**config.mk**
```make
export PLATFORM = sky130hd
export DESIGN_NAME = imem_loader_flat
export DESIGN_NICKNAME = d
export VERILOG_FILES = /design/src/rtl/imem_loader_if.sv /design/src/rtl/imem_loader.sv /design/src/flat_wrapper.sv
export SDC_FILE = /design/constraint.sdc
export NUM_CORES = 1
export LEC_CHECK = 0
export ABC_AREA = 1
export CORE_AREA = 2 2 86 96
export DETAILED_ROUTE_END_ITERATION = 8
export DIE_AREA = 0 0 88 98
export PLACE_DENSITY = 0.84
export SETUP_SLACK_MARGIN = 0.2
export SLEW_MARGIN = 20
export SYNTH_ARGS = -nofsm -noshare
export SYNTH_HDL_FRONTEND = slang
export SYNTH_SLANG_ARGS = --single-unit
```
**constraint.sdc**
```tcl
create_clock -name clk -period 2.2 [get_ports clk]
set_clock_uncertainty 0.15 [all_clocks]
set_input_delay 0.22 -clock clk [delete_from_list [all_inputs] [get_ports clk]]
set_output_delay 0.22 -clock clk [all_outputs]
set_load 0.005 [all_outputs]
```
**src/rtl/imem_loader_if.sv**
```systemverilog
// Byte-stream handshake and instruction-memory write port of the loader.
// The master view belongs to the loader; the slave view to the byte source and memory.
interface imem_loader_if #(
    parameter int ADDR_WIDTH = 8
);
    logic                  byte_valid;
    logic [7:0]            byte_data;
    logic                  byte_ready;
    logic                  imem_we;
    logic [ADDR_WIDTH-1:0] imem_addr;
    logic [31:0]           imem_wdata;

    modport master (
        input  byte_valid, byte_data,
        output byte_ready, imem_we, imem_addr, imem_wdata
    );

    modport slave (
        output byte_valid, byte_data,
        input  byte_ready, imem_we, imem_addr, imem_wdata
    );
endinterface

```
**src/rtl/imem_loader.sv**
```systemverilog
// Instruction-memory loader: length-prefixed little-endian byte frame in, word writes out,
// core held in reset until the payload checksum verifies.
module imem_loader #(
    parameter int ADDR_WIDTH    = 8,
    parameter bit HOLD_AT_RESET = 1'b1
) (
    input  logic                 clk,
    input  logic                 rst_n,
    input  logic                 start,
    imem_loader_if.master        bus,
    output logic                 cpu_hold,
    output logic                 busy,
    output logic                 done,
    output logic                 error
);

    typedef enum logic [2:0] {
        S_IDLE,
        S_LEN_LO,
        S_LEN_HI,
        S_DATA,
        S_WRITE,
        S_CHECK
    } state_t;

    localparam logic [16:0] DEPTH = 17'(2 ** ADDR_WIDTH);

    state_t                state_q;
    state_t                state_d;
    logic [7:0]            len_lo_q;
    logic [15:0]           len_q;
    logic [ADDR_WIDTH-1:0] index_q;
    logic [1:0]            byte_cnt_q;
    logic [31:0]           shift_q;
    logic [7:0]            csum_q;

    logic                  accept;
    logic [15:0]           len_rx;
    logic                  len_bad;
    logic                  last_word;

    assign accept    = bus.byte_valid && bus.byte_ready;
    assign len_rx    = {bus.byte_data, len_lo_q};
    assign len_bad   = (len_rx == 16'd0) || ({1'b0, len_rx} > DEPTH);
    // Compared at 17 bits so N == DEPTH ends on the top address without wrapping.
    assign last_word = (17'(index_q) == (17'(len_q) - 17'd1));

    always_ff @(posedge clk or negedge rst_n) begin
        if (!rst_n) begin
            state_q <= S_IDLE;
        end else begin
            // NOTE: sequential state uses non-blocking assignments so every register
            // samples pre-edge values, independent of process ordering.
            state_q <= state_d;
        end
    end

    always_comb begin
        // NOTE: defaulting every combinational output before the case prevents
        // latch inference on paths that do not assign it.
        state_d = state_q;
        unique case (state_q)
            S_IDLE:   if (start) state_d = S_LEN_LO;
            S_LEN_LO: if (accept) state_d = S_LEN_HI;
            S_LEN_HI: if (accept) state_d = len_bad ? S_IDLE : S_DATA;
            S_DATA:   if (accept && byte_cnt_q == 2'd3) state_d = S_WRITE;
            S_WRITE:  state_d = last_word ? S_CHECK : S_DATA;
            S_CHECK:  if (accept) state_d = S_IDLE;
            default:  state_d = S_IDLE;
        endcase
    end

    always_comb begin
        bus.byte_ready = 1'b0;
        bus.imem_we    = 1'b0;
        busy           = (state_q != S_IDLE);
        unique case (state_q)
            S_LEN_LO, S_LEN_HI, S_DATA, S_CHECK: bus.byte_ready = 1'b1;
            S_WRITE:                             bus.imem_we    = 1'b1;
            default:                             ;
        endcase
    end

    assign bus.imem_addr  = index_q;
    assign bus.imem_wdata = shift_q;

    always_ff @(posedge clk or negedge rst_n) begin
        if (!rst_n) begin
            len_lo_q   <= '0;
            len_q      <= '0;
            index_q    <= '0;
            byte_cnt_q <= '0;
            shift_q    <= '0;
            csum_q     <= '0;
            cpu_hold   <= HOLD_AT_RESET;
            done       <= 1'b0;
            error      <= 1'b0;
        end else begin
            done <= 1'b0;
            unique case (state_q)
                S_IDLE: begin
                    if (start) begin
                        error      <= 1'b0;
                        csum_q     <= '0;
                        index_q    <= '0;
                        byte_cnt_q <= '0;
                        cpu_hold   <= 1'b1;
                    end
                end
                S_LEN_LO: begin
                    if (accept) len_lo_q <= bus.byte_data;
                end
                S_LEN_HI: begin
                    if (accept) begin
                        len_q <= len_rx;
                        if (len_bad) error <= 1'b1;
                    end
                end
                S_DATA: begin
                    if (accept) begin
                        // Right shift: after four bytes the first one sits in bits [7:0].
                        shift_q    <= {bus.byte_data, shift_q[31:8]};
                        csum_q     <= csum_q + bus.byte_data;
                        byte_cnt_q <= byte_cnt_q + 2'd1;
                    end
                end
                S_WRITE: begin
                    index_q <= index_q + ADDR_WIDTH'(1);
                end
                S_CHECK: begin
                    if (accept) begin
                        if (bus.byte_data == csum_q) begin
                            done     <= 1'b1;
                            cpu_hold <= 1'b0;
                        end else begin
                            error <= 1'b1;
                        end
                    end
                end
                default: ;
            endcase
        end
    end

endmodule

```
**src/flat_wrapper.sv**
```systemverilog
// flat-port wrapper written by rule: the top's interface ports become plain ports
module imem_loader_flat 
#(
    parameter int ADDR_WIDTH    = 8,
    parameter bit HOLD_AT_RESET = 1'b1
)
  (clk, rst_n, start, cpu_hold, busy, done, error, bus_byte_valid, bus_byte_data, bus_byte_ready, bus_imem_we, bus_imem_addr, bus_imem_wdata);
  imem_loader_if #(.ADDR_WIDTH(ADDR_WIDTH)) bus_i ();
  input  logic clk;
  input  logic rst_n;
  input  logic start;
  output logic cpu_hold;
  output logic busy;
  output logic done;
  output logic error;
  input wire logic [$bits(bus_i.byte_valid)-1:0] bus_byte_valid;
  input wire logic [$bits(bus_i.byte_data)-1:0] bus_byte_data;
  output wire logic [$bits(bus_i.byte_ready)-1:0] bus_byte_ready;
  output wire logic [$bits(bus_i.imem_we)-1:0] bus_imem_we;
  output wire logic [$bits(bus_i.imem_addr)-1:0] bus_imem_addr;
  output wire logic [$bits(bus_i.imem_wdata)-1:0] bus_imem_wdata;
  assign bus_i.byte_valid = bus_byte_valid;
  assign bus_i.byte_data = bus_byte_data;
  assign bus_byte_ready = bus_i.byte_ready;
  assign bus_imem_we = bus_i.imem_we;
  assign bus_imem_addr = bus_i.imem_addr;
  assign bus_imem_wdata = bus_i.imem_wdata;
  imem_loader #(.ADDR_WIDTH(ADDR_WIDTH), .HOLD_AT_RESET(HOLD_AT_RESET)) u_core (.clk(clk), .rst_n(rst_n), .start(start), .bus(bus_i), .cpu_hold(cpu_hold), .busy(busy), .done(done), .error(error));
endmodule
```
* Yosys cells after proc, flatten, opt, wreduce, memory -nomap -nowiden
Index checks and enable logic that the tools add are counted.
** Word-level totals
- Logic and storage cells :: 81
- Input bits :: 12
- Register bits after elaboration :: 80
- Output and inout bits :: 46
** Operators by class
- Add/subtract/negate cells :: 4
- Mux-type cells :: 30
- Magnitude comparators :: 1
- Reductions and logical operators :: 19
- Equal/unequal tests :: 17
** Operator list (count)
- one-hot mux 8 bit (2 select lines) :: 2
- 2-to-1 mux 3 bit :: 6
- one-hot mux 3 bit (6 select lines) :: 1
- == test 8 x 17 -> 1 bit :: 1
- subtractor 16 x 1 -> 17 bit (second input constant) :: 1
- greater-than comparator 16 x 9 -> 1 bit (second input constant) :: 1
- logical NOT 16 bit :: 1
- 2-to-1 mux 8 bit :: 2
- != test 2 x 1 -> 1 bit (second input constant) :: 7
- 2-to-1 mux 1 bit :: 13
- adder 8 x 1 -> 8 bit (second input constant) :: 1
- adder 8 bit :: 1
- == test 8 bit :: 1
- AND reduction 2 bit :: 4
- == test 3 x 2 -> 1 bit (second input constant) :: 2
- == test 3 bit (second input constant) :: 2
- 2-to-1 mux 2 bit :: 3
- AND reduction 6 bit :: 1
- nonzero test 2 bit :: 3
- nonzero test 3 bit :: 2
- AND reduction 5 bit :: 1
- != test 2 bit (second input constant) :: 2
- one-hot mux 2 bit (2 select lines) :: 1
- AND reduction 4 bit :: 1
- 10 further kinds :: 11

* Depth between registers and ports, before layout
Gate-level depths: netlist of the first run.
- Depth after elaboration :: 7
- Gate-level depth with buffers :: 15
- Depth with buffers taken out :: 15

* Least setup slack after synthesis of the first run
OpenSTA, ideal clock, no wires.
- Path kind :: register -> register
- From :: reg u_core.csum_q[0]
- To :: reg u_core.csum_q[6]
- Buffers on the path :: 0
- Stages on the path, launching flop included :: 9
- Data arrival time :: 1578 ps
- Path slack :: 349 ps
- Required time :: 1927 ps
- Clock period less this slack :: 1851 ps
- Setup time :: 123 ps
- Cells stage by stage :: dfrtp_1 ha_1 fa_1 a21oi_1 o21ai_0 a21oi_1 o21bai_1 o21ai_0 nand2_1
** Between the ends
- Longest elaborated chain between the ends :: 3
** RTL lines
- start: declaration :: RTL line imem_loader.sv:35 : logic [7:0] csum_q;
- start signal: assignment :: RTL line imem_loader.sv:123 : csum_q <= csum_q + bus.byte_data;
- adder 8 bit :: RTL line imem_loader.sv:123
- 2-to-1 mux 8 bit :: RTL line imem_loader.sv:120 : if (accept) begin
- one-hot mux 8 bit (2 select lines) :: RTL line imem_loader.sv:100 : unique case (state_q)
Every way passes these cells. The select of a mux whose other input is x is not followed.
A chain may end at the register's enable or synchronous reset.

* Worst setup path in the final report of the first run
- From :: reg u_core.len_q[0]
- To :: reg u_core.state_q[1]
** Between the ends
- Longest elaborated chain between the ends :: 4
** RTL lines
- start: declaration :: RTL line imem_loader.sv:31 : logic [15:0] len_q;
- start signal: assignment :: RTL line imem_loader.sv:115 : len_q <= len_rx;
- subtractor 16 x 1 -> 17 bit :: RTL line imem_loader.sv:46 : assign last_word = (17'(index_q) == (17'(len_q) - 17'd1));
- == test 8 x 17 -> 1 bit :: RTL line imem_loader.sv:46
- 2-to-1 mux 3 bit :: RTL line imem_loader.sv:67 : S_WRITE: state_d = last_word ? S_CHECK : S_DATA;
- one-hot mux 3 bit (6 select lines) :: RTL line imem_loader.sv:62 : unique case (state_q)
- end signal: assignment :: RTL line imem_loader.sv:54 : state_q <= state_d;
- end: declaration :: RTL line imem_loader.sv:28 : state_t state_q;
Every way passes these cells.

==> run summary, run 1 <==
Summed over its instances, the top area cell type makes up 47.9% of the synthesized netlist area. The analysis attributes to cell leakage a power of 2.56 nW. The met1 demand-to-capacity share in global routing is 31.2%. The cell area after placement is 4870 µm².

The detailed-route wire length is 9510 µm. The detailed-routing iteration count for the pre-antenna-repair pass came out at 4. After layout, the design draws a total of 6.82 mW. The total count of hold-check failures in the final report is 0. From left edge to right edge, the die measures 88 µm.

In this run the deepest clock path goes through 2 buffers. The run finished with clean final reports. The summed area of non-filler cells in the final layout came out at 5200 µm².

The maximum achievable frequency is 510 MHz. Once the floorplan was initialized, standard cells occupied 53.6% of the core. The synthesized flop and latch total came out at 80.

At the pin with the least slew margin, the transition time is 0.636 ns. The worst setup path is of the flop to flop kind. The number of enable flip-flop cells after synthesis came out at 0. The met2 track demand over resource in global routing is 37.4%. The number of antenna violations at the first check in global routing is 0. The layer flagged by global routing as most heavily used is met2.

The max-slew violation count came out at 0. Max-cap violations in this run came to 0. The via count of the first global-routing pass was 3472. The worst setup path is captured at a flop. The first global-routing pass estimated 16000 µm of wire. The total number of yosys warnings came out at 0.

The first routing iteration left 169 violations. The number of nets in the synthesized netlist is 547. The routed layout has 3658 vias. The number of antenna cells inserted is 0. Entering global routing, the biggest net connects 52 pins. The number of port buffers came out at 57. Setup repair after global routing could not meet its margin everywhere.

The multi-input combinational cells in the finished layout cover a total of 1880 µm². The routability congestion estimate from global placement came out at 0.984. The number of fill cells in the layout is 608. The per-instance average area after synthesis came out at 7.87 µm².

The average vias per placed instance is 5.14. The post-detailed-route count of antenna-violating nets came out at 0. The synthesized instance count came out at 524. The number of distinct library cell variants in the gate-level netlist after synthesis came out at 36. The arrival time of data at the critical path endpoint is 2.06 ns. The share of cells above drive strength 1 came out at 12.9%. The clock insertion delay at the later pin of the skew report came out at 0.36 ns. The count of clock tree sinks came out at 80.

The post-CTS clock slew at the launch and capture registers of the worst setup and hold paths came out at 0.10 ns. During I/O placement, the number of pins put on the boundary was 58. After detailed routing, the number of remaining DRC violations is 0.

The final core utilization is 67.5%. The power density of the placed cells came out at 1310 nW/µm². The post-layout net count is 622.

The largest fanout on the critical path is 7. For this run, the register share of the synthesized area comes to 48.6%. The total core area is 7700 µm². After layout, the minimum clock period comes to 1.96 ns. The met3 track demand over resource is 5.24%.

The root buffer cell chosen for the clock tree is clkbuf_8. The number of setup violations in the final report is 0. The chip height came out at 98 µm. The floorplan step defined a die boundary enclosing 8620 µm². Among all flip-flop cells after synthesis, the most frequent one is dfrtp_1. The clock buffer count from CTS came out at 9.

The detail-routed net length per standard cell came out at 13.4 µm. After floorplanning, the core was divided into 34 placement rows. In the final layout, flip-flops and latches occupy 2010 µm². The category of the worst setup path launch point is a flop. The required time of the critical path is 2.30 ns. The cell type with the highest aggregate area in the netlist is dfrtp_1.

The HPWL after detailed placement came out at 6800 µm. The worst ir drop on vdd is 0.706 mV. The startpoint of the worst setup timing path is u_core.len_q[0]$_DFFE_PN0P_. Sorting the synthesized cells by area gives the leading types as dfrtp_1 48%, nand2_1 15%, o21ai_0 6.6%. In this run the tightest slew margin relative to its limit is 57.6%. The area growth from synthesis to layout is 26.0%.

The overall fraction of global-route tracks in use is 23.6%. The aggregate negative setup slack came out at 0 ns. For this run the aggregate overflow at the end of global routing stands at 0. The post-synthesis cell area is 4130 µm². The async set or reset register ratio after synthesis came out at 100%. The number of H-tree branching levels came out at 3. In this run the worst hold path is classified as input pin to asynchronous set/reset pin. The final critical-path share of the clock period came out at 89.1%. In this run the critical register-to-register path is launched from u_core.len_q[0]$_DFFE_PN0P_. The TritonCTS clock tree is built.
[cell families (layout without fill, tap and decap cells)]
kind of cell / count (synthesis) / count (layout) / share of synthesized area (%)
buffers and inverters: 78 / 158 / 7.37
XOR/XNOR: 11 / 11 / 2.34
AO/OA/AOI/OAI: 92 / 92 / 12.0
adder cells (fa/ha/maj): 11 / 11 / 3.52
multiplexers: 1 / 1 / 0.273
flip-flops: 80 / 80 / 48.6
AND/OR/NAND/NOR: 251 / 251 / 25.9
[synth_stat cells, types with 3 or more instances]
library cell,instances
o21ai_1,11
nand3_1,15
nand2_1,165
xnor2_1,5
ha_1,10
inv_1,59
nand3b_1,3
a21oi_1,16
inv_2,8
xor2_1,6
nor2_2,10
o21ai_0,54
nor2_4,3
clkbuf_1,6
or2_2,4
dfrtp_1,79
buf_2,3
nand4_1,4
nor2_1,39
[area by class of cell]
type / instances / area share, %
repair buffers: 75 / 13.7
flip-flops and latches: 80 / 38.6
clock inverters: 7 / 1.69
clock buffers: 9 / 2.38
well taps: 108 / 2.60
multi-input cells: 366 / 36.2
inverters: 67 / 4.84
[worst max-delay path: stages, from the launching register on]
cell	delay, ns
dfrtp_1	0.40
inv_2	0.08
buf_4	0.12
nand3_4	0.13
nor2_4	0.19
nand2_1	0.06
nand2_1	0.05
nand2_1	0.05
nor2_1	0.09
nand2_1	0.09
nor2_4	0.15
nand2_1	0.06
nand2_1	0.06
nand2_1	0.04
nand2_1	0.06
nand2_1	0.05
[placed cells by master (no fill, tap or decap), types with 2 or more instances in the layout]
| cell type | Yosys | routed |
|---|---|---|
| clkdlybuf4s50_1 | 0 | 53 |
| nand3_1 | 15 | 15 |
| o21bai_1 | 2 | 2 |
| o21ai_1 | 11 | 13 |
| xor2_1 | 6 | 6 |
| a22o_1 | 2 | 2 |
| nor2_2 | 10 | 9 |
| xnor2_1 | 5 | 5 |
| nor3_1 | 2 | 2 |
| clkinv_4 | 0 | 2 |
| nor2_4 | 3 | 8 |
| ha_1 | 10 | 8 |
| a21oi_1 | 16 | 16 |
| a32o_1 | 2 | 2 |
| or2_2 | 4 | 4 |
| dfrtp_1 | 79 | 77 |
| nand3b_1 | 3 | 3 |
| inv_1 | 59 | 56 |
| clkbuf_8 | 0 | 9 |
| nand2_1 | 165 | 164 |
| o21ai_0 | 54 | 52 |
| buf_4 | 2 | 18 |
| nand4_1 | 4 | 4 |
| nand2_2 | 2 | 3 |
| dlymetal6s2s_1 | 0 | 3 |
| inv_2 | 8 | 11 |
| and2_1 | 2 | 2 |
| inv_6 | 0 | 2 |
| dfrtp_2 | 0 | 2 |
| nor2_1 | 39 | 35 |
| inv_8 | 0 | 2 |
[registers in the layout (all words and copies together) (netlist names)]
| register | flops |
|---|---|
| u_core.state_q | 3 |
| u_core.len_q | 16 |
| u_core.cpu_hold | 1 |
| u_core.csum_q | 8 |
| u_core.bus.imem_addr | 8 |
| u_core.byte_cnt_q | 2 |
| u_core.bus.imem_wdata | 32 |
| u_core.len_lo_q | 8 |
| u_core.error | 1 |
| u_core.done | 1 |
[report_power, final]
part | switching [mW] | total, mW | internal, mW
logic | 1.67 | 3.12 | 1.44
registers | 0.496 | 2.54 | 2.04
clock network | 0.613 | 1.17 | 0.552
total | 2.78 | 6.82 | 4.04
[metrics by stage]
stage	cells	setup slack, ns	hold slack [ns]
floorplan	524	0.349	-0.226
global placement	690	-0.00937	0.126
detailed placement	690	-0.0628	0.138
CTS	708	0.201	0.309
global route	712	0.0706	0.359
finish	712	0.240	0.290
[final timing paths]
check	to	slack, ns	cells after the start
max	u_core.state_q[1]$_DFFE_PN0P_	0.24	15
min	u_core.bus.imem_wdata[22]$_DFFE_PN0P_	0.29	2
max reg2reg	u_core.state_q[1]$_DFFE_PN0P_	0.24	15
min reg2reg	u_core.cpu_hold$_DFFE_PN1P_	0.33	2
max in group asynchronous	u_core.state_q[2]$_DFFE_PN0P_	0.86	3
min in group clk	u_core.cpu_hold$_DFFE_PN1P_	0.33	2
[metal layers]
layer,up-vias,part of all wire (%)
met5,-,0
met4,0,2.6
met3,21,5.5
met2,105,48
met1,1719,44
li1,1813,-
[timing repair]
action                                  4_1_cts  5_1_grt
hold buffers                                  1        0
pin swaps                                     0        5
gates resized for setup                       4       21
setup buffers                                 1        4
endpoints found under the setup margin        3        7
endpoints found under the hold margin        48        0
No activity file was read; power rests on OpenSTA's default activity.
==> run 2: changes to the inputs <==
--- a/config.mk
+++ b/config.mk
@@ -5,11 +5,10 @@
 export SDC_FILE = /design/constraint.sdc
 export NUM_CORES = 1
 export LEC_CHECK = 0
-export ABC_AREA = 1
-export CORE_AREA = 2 2 86 96
+export CORE_AREA = 2 2 84 94
 export DETAILED_ROUTE_END_ITERATION = 8
-export DIE_AREA = 0 0 88 98
-export PLACE_DENSITY = 0.84
+export DIE_AREA = 0 0 86 96
+export PLACE_DENSITY = 0.81
 export SETUP_SLACK_MARGIN = 0.2
 export SLEW_MARGIN = 20
 export SYNTH_ARGS = -nofsm -noshare
==> run 2 against run 1 <==
  * Clock power is 18% lower
  * Die area is 4.3% lower
  * Sequential power is 2% higher
  * Core utilization is 2.6 points higher
  * Worst setup slack worse by 0.48 ns
  * Cell area is 1.4% lower
  * Non-clock buffer count is 32 higher
  * The run now ends with setup timing left
  * Cell count is 17% lower
  * Largest power group unchanged
==> run summary, run 2 <==
The flow ran to the end, but the final reports show violations. The final reports fail on setup timing. Once detailed placement completed, the half-perimeter wirelength came to 6800 µm.

Detailed routing inserted a total of 3266 vias. The first-iteration detailed-routing DRC count is 216. Of the available clock period, the critical path in the final layout requires 111%. The number of enable flip-flop cells after synthesis came out at 0. Setup repair after global routing could not meet its margin everywhere. The post-placement setup slack came out at -0.309 ns. The average vias per placed instance came out at 5.54. The post-route total power came out at 6.45 mW. The slowest stage of the critical path belongs to the cell or4_4. The register with the most flip-flops in the layout has 32 of them. Across all setup checks in the final design, the least slack found is -0.242 ns. The post-CTS clock slew at the launch and capture registers of the worst setup and hold paths came out at 0.08 ns. The library cell used most frequently in the layout, excluding fill and tap cells, is nand2_1. The met2 track demand over resource in global routing is 43.9%.

For this run, the slowest stage of the critical path takes 0.51 ns. Entering global routing, the biggest net connects 41 pins. The worst-case clock buffer depth is 2. The floorplan step defined a die boundary enclosing 8260 µm². The post-synthesis cell area is 3840 µm². The destination of the worst register-to-register timing path is u_core.state_q[1]$_DFFE_PN0P_. The commonest cells after synthesis are 118 x nand2_1, 79 x dfrtp_1, 22 x mux2_2, 22 x o21ai_0, 15 x nor2_1.

The post-route netlist has 22.9% of its cells at a drive strength greater than 1. Buffers inserted during clock tree synthesis total 9. In the global route stage, met1 resource usage came out at 30.6%. The clock insertion delay at the later pin of the skew report is 0.35 ns. STA classifies the critical path endpoint as a flop.

The number of fill cells in the layout is 516. The first global-routing pass estimated 16000 µm of wire. The total overflow left after global routing is 0.

The standard-cell row count is 33. The region available for standard cell placement spans 7310 µm². Compared with the post-synthesis result, the final layout area differs by 33.3%. The number of antenna violations at the first check in global routing is 0.

The first detailed-routing pass ran for 4 iterations. IR analysis of the VDD net gives a maximum drop of 0.645 mV. After synthesis, flip-flops and latches occupy 52.1% of the total area.

The via count of the first global-routing pass came out at 3312. The worst register-to-register path begins at u_core.len_q[5]$_DFFE_PN0P_. The post-layout net count is 521. The overall fraction of global-route tracks in use came out at 25.4%. Summed over all instances, the cell type with the most area after synthesis is dfrtp_1. The power density of the placed cells came out at 1260 nW/µm². The TritonCTS clock tree is built.

The count of clock tree sinks came out at 80. The number of setup violations in the final report is 4. The most used flip-flop cell after synthesis is dfrtp_1. The per-instance average area after synthesis came out at 9.75 µm².

The most heavily used metal layer in global routing is met2. By area the synthesized netlist is led by dfrtp_1 51%, nand2_1 12%, mux2_2 6.4%. The number of antenna cells inserted came out at 0. The transition time at the pin with the least slew margin is 0.522 ns.

The detail route stage leaves a number of antenna-violating nets equal to 0. The starting density of the core is 52.6%. The number of distinct library cell variants in the gate-level netlist after synthesis is 48. Measured against its own limit, the worst slew margin works out to 65.2%. The number of max-cap violations came out at 0.

The async set or reset register ratio after synthesis came out at 100%. The fraction of synthesized cell area taken by the top area cell type came out at 51.4%. The library cells used most frequently in the layout, excluding fill and tap cells, are 118 x nand2_1, 78 x dfrtp_1, 56 x clkdlybuf4s50_1. The met3 track demand over resource came out at 4.72%. The routed design has 9730 µm of wire. After detailed routing, the number of remaining DRC violations is 0. The arrival time of data at the critical path endpoint came out at 2.52 ns. The chip height came out at 96 µm. The leakage power figure came out at 2.39 nW.

The count of pins on the block boundary is 58. In the post-synthesis netlist, the cell with the most instances is nand2_1. For the worst setup path, the data required time is 2.28 ns. The total number of yosys warnings is 0.

The worst reg-to-reg path cell count came out at 6. Walking the worst path, the cells encountered are nor4_4 -> nand2_2 -> o31ai_1 -> nand2_1 -> or4_4 -> a221o_1. STA classifies the critical path startpoint as a flop. The synthesized netlist net count is 417. The largest fanout on the critical path is 5. Setup slack on the worst reg-to-reg path comes out at -0.24 ns. The max-slew violation count is 0. The total count of hold-check failures in the final report was 0. The maximum achievable frequency came out at 409 MHz.

The worst min-delay path class is input pin to asynchronous set/reset pin. The routability congestion estimate from global placement came out at 0.885. The detail-routed net length per standard cell is 16.5 µm. The smallest clock period supported by the final layout is computed as 2.44 ns. The tree is rooted in a clkbuf_8.

The synthesized instance count is 394. The synthesized flop and latch total is 80. CTS built an H-tree with a depth of 3. The critical path is of the flop to flop type. The die outline width is 86 µm. Buffers placed on the I/O ports in this run total 57.
run 2: how the worst max path moves through the flow:
stage	slack (ns)	to	cells after the start	from
after floorplan	-0.09	u_core.state_q[1]$_DFFE_PN0P_	6	u_core.len_q[2]$_DFFE_PN0P_
after global placement	-0.21	u_core.csum_q[7]$_DFFE_PN0P_	8	bus_byte_data[1]
after detailed placement	-0.31	u_core.csum_q[7]$_DFFE_PN0P_	8	bus_byte_data[1]
after CTS	-0.19	u_core.state_q[1]$_DFFE_PN0P_	6	u_core.len_q[2]$_DFFE_PN0P_
after global routing	-0.32	u_core.state_q[1]$_DFFE_PN0P_	7	u_core.len_q[5]$_DFFE_PN0P_
final	-0.24	u_core.state_q[1]$_DFFE_PN0P_	6	u_core.len_q[5]$_DFFE_PN0P_
run 2: cell families (layout without fill, tap and decap cells):
logic type	after synthesis	count (layout)	share of synthesized area [%]
xor gates and xnor gates	19	19	4.33
buffers and inverters	22	130	2.28
AOI/OAI and AO/OA	57	57	9.67
and+or+nand+nor	183	183	21.4
adders and majority gates	11	11	3.78
muxes	22	22	6.45
DFF	80	80	52.1
run 2: cell type report:
| class | count | area (µm²) | area share (%) |
|---|---|---|---|
| clock buffer | 9 | 124 | 2.42 |
| clock inverter | 6 | 43.8 | 0.855 |
| inverter | 8 | 30.0 | 0.586 |
| multi-input combinational | 292 | 1830 | 35.7 |
| sequential | 80 | 2000 | 39.1 |
| tap | 87 | 109 | 2.12 |
| timing repair buffer | 107 | 983 | 19.2 |
run 2: through the flow:
stage,TNS (ns),instance area [µm²],std cells,utilization (%),hold WS [ns]
5_1_grt,-0.795,5120,589,70.1,0.264
4_1_cts,-0.244,5070,586,69.4,0.246
3_5_place_dp,-1.15,4830,566,66.1,0.0807
3_3_place_gp,-0.751,4830,566,66.1,0.0793
2_1_floorplan,-0.0898,3850,394,-,-0.226
6_report,-0.387,5120,589,70.1,0.234
run 2: what timing repair did:
action / in CTS / in global routing
resized for setup: 9 / 9
pin swaps: 11 / 2
endpoints found under the hold margin: 38 / 0
buffers inserted: 4 / 3
hold buffers: 1 / 0
setup endpoints to repair: 7 / 11
run 2: power by group:
| group | internal [mW] | leakage (nW) | switching, mW |
|---|---|---|---|
| clock | 0.409 | 0.0859 | 0.553 |
| combinational | 1.63 | 1.27 | 1.28 |
| sequential | 2.06 | 1.03 | 0.519 |
| total | 4.10 | 2.39 | 2.35 |
run 2: worst max-delay path, delay by kind of cell (launching register included):
kind,cells,cell delay [ns]
DFF,1,0.42
and+or+nand+nor,4,1.16
AOI/OAI and AO/OA,2,0.60
run 2: metal layers:
| layer | part of all wire, % | wire [µm] |
|---|---|---|
| met1 | 42 | 4050 |
| met2 | 52 | 5060 |
| met3 | 3.6 | 354 |
| met4 | 2.6 | 257 |
| met5 | 0 | 0 |
